--- config.mk ---
export PLATFORM = sky130hd
export DESIGN_NAME = mix_columns
export DESIGN_NICKNAME = d
export VERILOG_FILES = /design/src/rtl/aes_pkg.sv /design/src/rtl/mix_single_column.sv /design/src/rtl/mix_columns.sv
export SDC_FILE = /design/constraint.sdc
export NUM_CORES = 1
export LEC_CHECK = 0
export BUFFER_PORTS_ARGS = -buffer_cell sky130_fd_sc_hd__buf_2
export CELL_PAD_IN_SITES_DETAIL_PLACEMENT = 2
export CELL_PAD_IN_SITES_GLOBAL_PLACEMENT = 2
export CORE_MARGIN = 2
export CORE_UTILIZATION = 37
export CTS_BUF_LIST = sky130_fd_sc_hd__clkbuf_8
export CTS_CLUSTER_DIAMETER = 150
export DETAILED_ROUTE_END_ITERATION = 16
export GPL_ROUTABILITY_DRIVEN = 0
export PLACE_DENSITY_LB_ADDON = 0.1
export SLEW_MARGIN = 10
export SYNTH_ARGS = -nofsm -noshare
export SYNTH_HDL_FRONTEND = slang
export SYNTH_SLANG_ARGS = --single-unit
--- constraint.sdc ---
create_clock -name clk -period 2.73 [get_ports clk]
set_clock_uncertainty 0.05 [all_clocks]
set_input_delay 0.4095 -clock clk [delete_from_list [all_inputs] [get_ports clk]]
set_output_delay 0.4095 -clock clk [all_outputs]
set_load 0.1 [all_outputs]
--- src/rtl/aes_pkg.sv ---
// Shared AES definitions: block/column widths, GF(2^8) reduction constant,
// the MixColumns controller state type and constant-coefficient multipliers.
package aes_pkg;

  localparam int          AES_BLOCK_W = 128;
  localparam int          AES_COL_W   = 32;
  localparam logic [7:0]  AES_POLY    = 8'h1b;

  typedef enum logic [1:0] {
    IDLE = 2'd0,
    CALC = 2'd1,
    DONE = 2'd2
  } mc_state_e;

  // Multiply by x in GF(2^8), reducing by x^8 + x^4 + x^3 + x + 1.
  function automatic logic [7:0] xtime(input logic [7:0] a);
    return {a[6:0], 1'b0} ^ (a[7] ? AES_POLY : 8'h00);
  endfunction

  // Multiply by one of the fixed MixColumns / InvMixColumns coefficients.
  // Higher coefficients are assembled from chained xtime terms.
  function automatic logic [7:0] gmul_const(input logic [7:0] b, input logic [7:0] coeff);
    logic [7:0] x2;
    logic [7:0] x4;
    logic [7:0] x8;
    logic [7:0] res;
    x2 = xtime(b);
    x4 = xtime(x2);
    x8 = xtime(x4);
    case (coeff)
      8'h01:   res = b;
      8'h02:   res = x2;
      8'h03:   res = x2 ^ b;
      8'h09:   res = x8 ^ b;
      8'h0b:   res = x8 ^ x2 ^ b;
      8'h0d:   res = x8 ^ x4 ^ b;
      8'h0e:   res = x8 ^ x4 ^ x2;
      default: res = 8'h00;
    endcase
    return res;
  endfunction

endpackage

--- src/rtl/mix_single_column.sv ---
// Combinational (Inv)MixColumns of one 32-bit column. Byte r of the column
// occupies bits [8r : 8r+7]; row 0 is the leftmost byte.
module mix_single_column
  import aes_pkg::*;
#(
  parameter bit INVERSE = 1'b0
) (
  input  logic [0:31] col_in,
  output logic [0:31] col_out
);

  // Coefficient row of the circulant matrix; later rows are rotations.
  localparam logic [7:0] C0 = INVERSE ? 8'h0e : 8'h02;
  localparam logic [7:0] C1 = INVERSE ? 8'h0b : 8'h03;
  localparam logic [7:0] C2 = INVERSE ? 8'h0d : 8'h01;
  localparam logic [7:0] C3 = INVERSE ? 8'h09 : 8'h01;

  logic [7:0] a0, a1, a2, a3;

  // Split the column into rows and apply the rotated coefficient row per output byte.
  always_comb begin
    a0 = col_in[0:7];
    a1 = col_in[8:15];
    a2 = col_in[16:23];
    a3 = col_in[24:31];
    col_out[0:7]   = gmul_const(a0, C0) ^ gmul_const(a1, C1) ^ gmul_const(a2, C2) ^ gmul_const(a3, C3);
    col_out[8:15]  = gmul_const(a1, C0) ^ gmul_const(a2, C1) ^ gmul_const(a3, C2) ^ gmul_const(a0, C3);
    col_out[16:23] = gmul_const(a2, C0) ^ gmul_const(a3, C1) ^ gmul_const(a0, C2) ^ gmul_const(a1, C3);
    col_out[24:31] = gmul_const(a3, C0) ^ gmul_const(a0, C1) ^ gmul_const(a1, C2) ^ gmul_const(a2, C3);
  end

endmodule

--- src/rtl/mix_columns.sv ---
// Column-serial AES MixColumns stage. A rising edge on enableMixColumns
// latches the block; one column is mixed per clock and the finished block is
// published on stateOut together with mixColumnsDone. Final-round starts
// (lastRound=1) publish the latched block unchanged one edge later.
module mix_columns
  import aes_pkg::*;
#(
  parameter bit INVERSE = 1'b0
) (
  input  logic         clk,
  input  logic         rst,
  input  logic         enableMixColumns,
  input  logic         lastRound,
  input  logic [0:127] state,
  output logic [0:127] stateOut,
  output logic         mixColumnsDone
);

  mc_state_e    fsm, fsm_nxt;
  logic         en_q;
  logic         last_q;
  logic [1:0]   col;
  logic [0:127] work;
  logic [0:127] work_nxt;
  logic [0:31]  mix_in;
  logic [0:31]  mix_out;

  logic start;
  logic load;
  logic step;
  logic finish;
  logic publish_byp;

  mix_single_column #(.INVERSE(INVERSE)) u_col (
    .col_in  (mix_in),
    .col_out (mix_out)
  );

  // Controller state register.
  always_ff @(posedge clk or negedge rst) begin
    if (!rst) fsm <= IDLE;
    else      fsm <= fsm_nxt;
  end

  // Next-state logic: starts are honoured only outside CALC.
  always_comb begin
    fsm_nxt = fsm;
    case (fsm)
      IDLE, DONE: if (load)   fsm_nxt = lastRound ? DONE : CALC;
      CALC:       if (finish) fsm_nxt = DONE;
      default:                fsm_nxt = IDLE;
    endcase
  end

  // Control decode: edge detect and per-cycle actions.
  always_comb begin
    start       = enableMixColumns & ~en_q;
    load        = start && (fsm != CALC);
    step        = (fsm == CALC);
    finish      = step && (col == 2'd3);
    publish_byp = (fsm == DONE) && last_q && !mixColumnsDone;
  end

  // Select the current column and splice its mixed value back into the block.
  always_comb begin
    mix_in                = work[32*col +: 32];
    work_nxt              = work;
    work_nxt[32*col +: 32] = mix_out;
  end

  // Enable history for rising-edge detection; updates even while busy.
  always_ff @(posedge clk or negedge rst) begin
    if (!rst) en_q <= 1'b0;
    else      en_q <= enableMixColumns;
  end

  // Working register, column counter and published result.
  always_ff @(posedge clk or negedge rst) begin
    if (!rst) begin
      work           <= '0;
      last_q         <= 1'b0;
      col            <= 2'd0;
      stateOut       <= '0;
      mixColumnsDone <= 1'b0;
    end else if (load) begin
      work           <= state;
      last_q         <= lastRound;
      col            <= 2'd0;
      mixColumnsDone <= 1'b0;
    end else if (step) begin
      work <= work_nxt;
      col  <= col + 2'd1;
      if (finish) begin
        stateOut       <= work_nxt;
        mixColumnsDone <= 1'b1;
      end
    end else if (publish_byp) begin
      stateOut       <= work;
      mixColumnsDone <= 1'b1;
    end
  end

endmodule

==> results of run 1 <==
[critical path: stages, from the launching register on]
cell	delay, ps
dfrtp_2	410
buf_12	210
mux4_2	690
buf_4	200
xnor3_1	360
xnor3_2	280
buf_12	160
o221ai_1	180
[metrics by stage]
| stage | cells | utilization, % | hold slack [ps] | worst slack, ps |
|---|---|---|---|---|
| finish | 1996 | 47.5 | -2.49 | 80.8 |
| CTS | 1991 | 47.4 | 0.819 | 8.71 |
| floorplan | 1200 | - | 63.9 | 259 |
| global route | 1996 | 47.5 | 3.32 | 1.99 |
| global placement | 1871 | 43.7 | 371 | 68.0 |
| detailed placement | 1871 | 43.7 | 385 | 20.0 |
[layout by cell type, fill, tap and decap left out, types with 2 or more instances in the layout]
| cell | count |
|---|---|
| nand2_1 | 294 |
| dfrtp_1 | 262 |
| buf_2 | 259 |
| o221ai_1 | 192 |
| o21ai_0 | 59 |
| clkbuf_8 | 55 |
| buf_4 | 55 |
| dlygate4sd3_1 | 41 |
| mux4_2 | 32 |
| o31a_1 | 32 |
| o22ai_1 | 32 |
| a21oi_1 | 32 |
| a22oi_1 | 32 |
| xnor3_1 | 24 |
| inv_1 | 19 |
| xnor2_2 | 18 |
| buf_12 | 15 |
| xnor2_1 | 12 |
| xnor3_2 | 10 |
| xor3_1 | 9 |
| o21ai_1 | 8 |
| clkinv_2 | 5 |
| ha_1 | 4 |
| nand4_1 | 3 |
| nand2b_2 | 3 |
| xor2_1 | 3 |
| nand2b_1 | 2 |
| a21oi_4 | 2 |
| xnor2_4 | 2 |
| nand3_1 | 2 |
| bufinv_16 | 2 |
[layout make-up]
class | count | area, µm²
repair buffers | 371 | 2430
clock inverters | 24 | 149
well taps | 461 | 577
flip-flops and latches | 263 | 6580
multi-input cells | 820 | 6480
fillers | 3735 | 18800
clock buffers | 55 | 757
inverters | 2 | 7.51
[metal layers]
layer | track usage (%) | vias up | part of all wire [%]
li1 | - | 5198 | -
met1 | 38.8 | 6489 | 42
met2 | 51.1 | 436 | 50
met3 | 5.47 | 112 | 5.2
met4 | 10.5 | 0 | 3.3
met5 | 0 | - | 0
[sequential cells by signal, indices dropped and copies added (netlist names)]
name	cells
work	128
mixColumnsDone	1
col	2
stateOut	128
en_q	1
last_q	1
fsm	2
[timing repair]
item | CTS | global route
hold endpoints to repair | 101 | 0
setup buffers | 0 | 5
resized for setup | 0 | 8
hold buffers | 41 | 0
endpoints found under the setup margin | 0 | 43
[worst paths after layout]
| path | start | slack (ps) | end |
|---|---|---|---|
| worst max register to register | col[0] | 80 | work[20] |
| worst max-delay path | col[0] | 80 | work[20] |
| max in group asynchronous | rst | 1510 | stateOut[6] |
| worst min register to register | stateOut[87] | 430 | stateOut[87] |
| min in group asynchronous | rst | 330 | stateOut[85] |
| worst min-delay path | state[93] | -2 | work[93] |
[kinds of logic (layout without fill, tap and decap cells)]
| kind of cell | count (synthesis) | count (layout) | share of synthesized area [%] |
|---|---|---|---|
| flops | 263 | 263 | 48.9 |
| xor+xnor | 78 | 78 | 10.8 |
| fa+ha+maj | 4 | 4 | 0.372 |
| simple gates | 312 | 312 | 9.08 |
| buf+inv | 117 | 452 | 3.59 |
| mux | 34 | 34 | 5.51 |
| compound gates | 392 | 392 | 21.8 |
==> flow_metrics.py, run 1 <==
metrics = {
    "global_route": {
        "first_global_vias": 13700,
        "grt_max_degree": 106,
        "grt_first_pass_wirelength_um": 86400,
        "grt_overflow_total": 0,
        "antenna_found_initial": 0,
        "grt_use_total_pct": 30.1,
    },
    "worst_setup_path": {
        "crit_fanout": 17,
        "end_kind": "flip-flop",
        "arrival_ps": 3100,
        "cp-start-kind": "flip-flop",
        "ff2ff_path_depth": 7,
        "crit_required_ps": 3180,
        "worstSetupPathType": "flip-flop to flip-flop",
    },
    "floorplanning": {
        "die_h_um": 195,
        "die_w_um": 195,
        "die-area_um2": 37900,
        "rows": 69,
        "initial_utilization_pct": 37.7,
        "core_um2": 35700,
        "io_pins": 261,
    },
    "synth": {
        "synth_area_leader_cell": "dfrtp_1",
        "syn_nets": 1336,
        "synth_most_common_cell": "nand2_1",
        "ys_ff_latch": 263,
        "synth_ff_type": "dfrtp_1",
        "synthTopCellsByArea": "dfrtp_1 (49%), o221ai_1 (12%), nand2_1 (8.2%)",
        "syn_avg_cell_area_um2": 11.2,
        "synth_edf_count": 0,
        "yosysSeqAreaShare_pct": 48.9,
        "yosys_warnings": 0,
        "synth_top_area_share_pct": 48.9,
        "syn_area_um2": 13500,
        "netlist_top_cells_count": "nand2_1 (294), dfrtp_1 (263), o221ai_1 (192)",
        "syn_inst": 1200,
        "yosysUniqueCellTypes": 39,
        "async_flop_share_pct": 100,
    },
    "detailed_routing": {
        "wire_per_inst_um": 28.4,
        "ant_nets": 0,
        "via_per_inst": 6.13,
        "first_pass_iters": 5,
        "drc": 0,
        "vias": 12200,
        "drt_iter0_drc": 900,
        "wirelength_um": 56700,
    },
    "run_status": {
        "status": "finished with violations",
        "violations": "negative hold slack",
    },
    "placement": {
        "dp_hpwl_um": 38700,
        "dpl-instance-area_um2": 15600,
        "numPortBuffers": 260,
    },
    "cells_and_area": {
        "area_delta_synth_final_pct": 26.2,
        "finalInstanceArea_um2": 17000,
        "layout-drive-gt1-share_pct": 30.4,
        "fin_nets": 1641,
        "diodes": 0,
    },
    "clock_network": {
        "insertion_delay_ps": 590,
        "clkSinkCount": 263,
        "cts_inserted_buffers": 47,
        "htreeDepth": 2,
        "cts_root_buf": "clkbuf_8",
        "cts_tree": "yes",
        "clockBufferDepth": 3,
        "clk_pin_slew_ps": 70,
    },
    "sta": {
        "setup_viol_count_final": 0,
        "holdWs_ps": -2.49,
        "finalSetupTns_ps": 0,
        "rsz0062_at_grt": "no",
        "slew_headroom_pct": 55.5,
        "timing.final.crit_share_pct": 97.0,
        "finalHoldViolCount": 1,
        "post-route-min-period_ps": 2650,
        "worst_pin_slew_ps": 658,
        "maxSlewViolCount": 0,
        "max_freq_ghz": 0.377,
    },
    "job": {
        "cap_violations": 0,
    },
    "min_path": {
        "whs_path_depth": 3,
        "hold_path.class": "input pin to flip-flop",
    },
}
Power of run 1 is left out: the tool's default activity adds up to more than one toggle a clock period on the data nets, which glitch-free logic cannot reach.
==> run 2, diff against run 1 <==
- ABC_AREA: unset -> 1
- CORE_UTILIZATION: 37 -> 35
- MAX_ROUTING_LAYER: unset -> met4
- clock period: 2.73 -> 3.43 ns (I/O delays scaled with it)
==> run 2 against run 1 <==
Compared with the run above:
- the run now ends clean
- worst setup slack better by 230 ps
- clock-buffer cell count up 7
- flip-flop and latch count is the same
- maximum frequency is 15% lower
- utilization is 5.0 points lower
- first-iteration DRC count grew 56%
- critical path type unchanged
==> flow_metrics.py, run 2 <==
metrics = {
    "cells_and_area": {
        "area_delta_synth_final_pct": 20.7,
        "fillers": 5464,
        "multi_input_comb_area_um2": 8460,
        "utilization_pct": 42.6,
        "fin_nets": 2779,
        "most-common-layout-cells": "nand2_1 (1069), nand3_1 (279), dfrtp_1 (262), buf_2 (259), a21oi_1 (228)",
        "register_area_um2": 6590,
        "layout_commonest_cell": "nand2_1",
        "layout-drive-gt1-share_pct": 19.1,
        "largestRegisters": "stateOut x128, work x128",
    },
    "detailed_routing": {
        "vias": 18700,
        "wire_per_inst_um": 26.0,
        "via_per_inst": 5.68,
        "drt_iter0_drc": 1403,
        "first_pass_iters": 5,
        "wirelength_um": 85400,
        "drc": 0,
        "ant_nets": 0,
    },
    "sta": {
        "layout_setup_ws_ps": 314,
        "rsz0062_at_grt": "no",
        "holdWs_ps": 34.7,
        "timing.final.crit_share_pct": 90.9,
        "setup_viol_count_final": 0,
        "worst_pin_slew_ps": 987,
        "max_freq_ghz": 0.321,
        "post-route-min-period_ps": 3120,
        "slew_headroom_pct": 34.2,
        "finalHoldViolCount": 0,
        "finalSetupTns_ps": 0,
        "maxSlewViolCount": 0,
    },
    "synth": {
        "synthSimpleGateAreaFrac_pct": 42.3,
        "synth_top_family_by_area": "simple AND/OR/NAND/NOR gates",
        "yosysSeqAreaShare_pct": 41.3,
        "synth_compound_area_share_pct": 9.90,
        "synth.area.mux_share_pct": 0,
        "synth_top_area_share_pct": 41.3,
        "syn_area_um2": 15900,
        "yosys_warnings": 0,
        "syn_inst": 2382,
        "ys_ff_latch": 263,
        "synth_most_common_cell": "nand2_1",
        "yosysUniqueCellTypes": 35,
        "syn_nets": 2518,
        "synthAdderAreaFrac_pct": 0.314,
        "synthTopCellsByArea": "dfrtp_1 (41%), nand2_1 (25%), nand3_1 (8.8%)",
        "synth_edf_count": 0,
        "async_flop_share_pct": 100,
        "synth_area_leader_cell": "dfrtp_1",
        "synth-xor-area-share_pct": 0.432,
        "syn_avg_cell_area_um2": 6.69,
        "synth_ff_type": "dfrtp_1",
        "netlist_top_cells_count": "nand2_1 (1069), nand3_1 (279), dfrtp_1 (263)",
    },
    "worst_setup_path": {
        "cp_top_family": "simple AND/OR/NAND/NOR gates",
        "cp-start-kind": "flip-flop",
        "worstSetupPathType": "flip-flop to flip-flop",
        "arrival_ps": 3640,
        "startpoint": "col[0]",
        "critPathMaxStageDelay_ps": 460,
        "critPathBufInv": 4,
        "r2r_end": "stateOut[81]",
        "crit_required_ps": 3960,
        "timing.rr.start": "col[0]",
        "cp_num_cells": 15,
        "crit_fanout": 48,
        "ff2ff_path_depth": 15,
        "end_kind": "flip-flop",
        "setup.worst_path.end": "stateOut[81]",
        "crit_top_cell": "nand2_1",
        "r2r_setup_slack_ps": 310,
        "worst_path_max_delay_cell": "dfrtp_4",
        "crit_chain": "buf_12, buf_4, nand2_1, nand3_1, nand2_2, inv_2, nand2_1, nand2_1, nand2_1, nand3b_1, buf_4, nand4_1, nand2_1, nand2_1, a21oi_1",
    },
    "floorplanning": {
        "die_h_um": 217,
        "core_um2": 45200,
        "die-area_um2": 47300,
        "rows": 78,
        "die_w_um": 217,
        "io_pins": 261,
        "initial_utilization_pct": 35.3,
    },
    "clock_network": {
        "cts_tree": "yes",
        "cts_root_buf": "clkbuf_8",
        "cts_inserted_buffers": 49,
        "clk_pin_slew_ps": 70,
        "htreeDepth": 2,
        "clockBufferDepth": 3,
        "clkSinkCount": 263,
        "insertion_delay_ps": 660,
    },
    "run_status": {
        "status": "completed",
    },
    "global_route": {
        "grt_use_total_pct": 37.3,
        "grt_first_pass_wirelength_um": 129000,
        "first_global_vias": 20300,
        "grt_max_degree": 141,
        "grt_overflow_total": 0,
        "antenna_found_initial": 2,
    },
    "placement": {
        "place_worst_setup_slack_ps": 443,
        "numPortBuffers": 260,
        "dp_hpwl_um": 64300,
    },
    "job": {
        "cap_violations": 0,
    },
    "min_path": {
        "whs_path_depth": 3,
        "hold_path.class": "input pin to flip-flop",
    },
}
==> run 2: per-layer routing <==
metal  GRT usage, %  vias up  routed length [µm]
met4           19.8        0                4980
met5              -        -                   0
met3           5.03      208                4350
met1           47.0     9546               36300
met2           58.4      595               39800
li1               -     8315                   -
==> run 2: cell type report <==
type                    count  area share, %
diodes                      2         0.0260
clock buffers              62           4.44
clock inverters            29           1.12
inverters                  61           1.25
multi-input cells        1918           44.0
flip-flops and latches    263           34.2
well taps                 600           3.90
repair buffers            350           11.1
==> run 2: cells by family after synthesis <==
family          Yosys count
flops                   263
compound gates          295
simple gates           1612
xor+xnor                  7
buf+inv                 201
fa+ha+maj                 4
==> run 2: worst min-delay path by stage <==
stage / end / from / slack (ps)
2_1_floorplan: col[0] / rst / 170
3_3_place_gp: last_q / last_q / 420
3_5_place_dp: last_q / last_q / 450
4_1_cts: work[67] / state[67] / 6
5_1_grt: work[59] / state[59] / 50
6_report: work[73] / state[73] / 30
==> run 2: stage by stage <==
step | std cells | area, µm²
global placement | 3190 | 18100
finish | 3285 | 19200
floorplan | 2382 | 15900
detailed placement | 3190 | 18100
global route | 3285 | 19200
CTS | 3283 | 19200
==> run 2: what timing repair did <==
item                      CTS  global route
buffers inserted            0             0
resized for setup           0             0
hold buffers                2             0
hold endpoints to repair   88             0
==> run 2: worst register-to-register path, cell delays in order, from the launching register on <==
cell      delay [ps]
dfrtp_4          460
buf_12           240
buf_4            410
nand2_1          190
nand3_1          150
nand2_2          120
inv_2            100
nand2_1           80
nand2_1          110
nand2_1          110
nand3b_1         210
buf_4            190
nand4_1          230
nand2_1          150
nand2_1           80
a21oi_1          140
Power of run 2 is left out for the same reason.
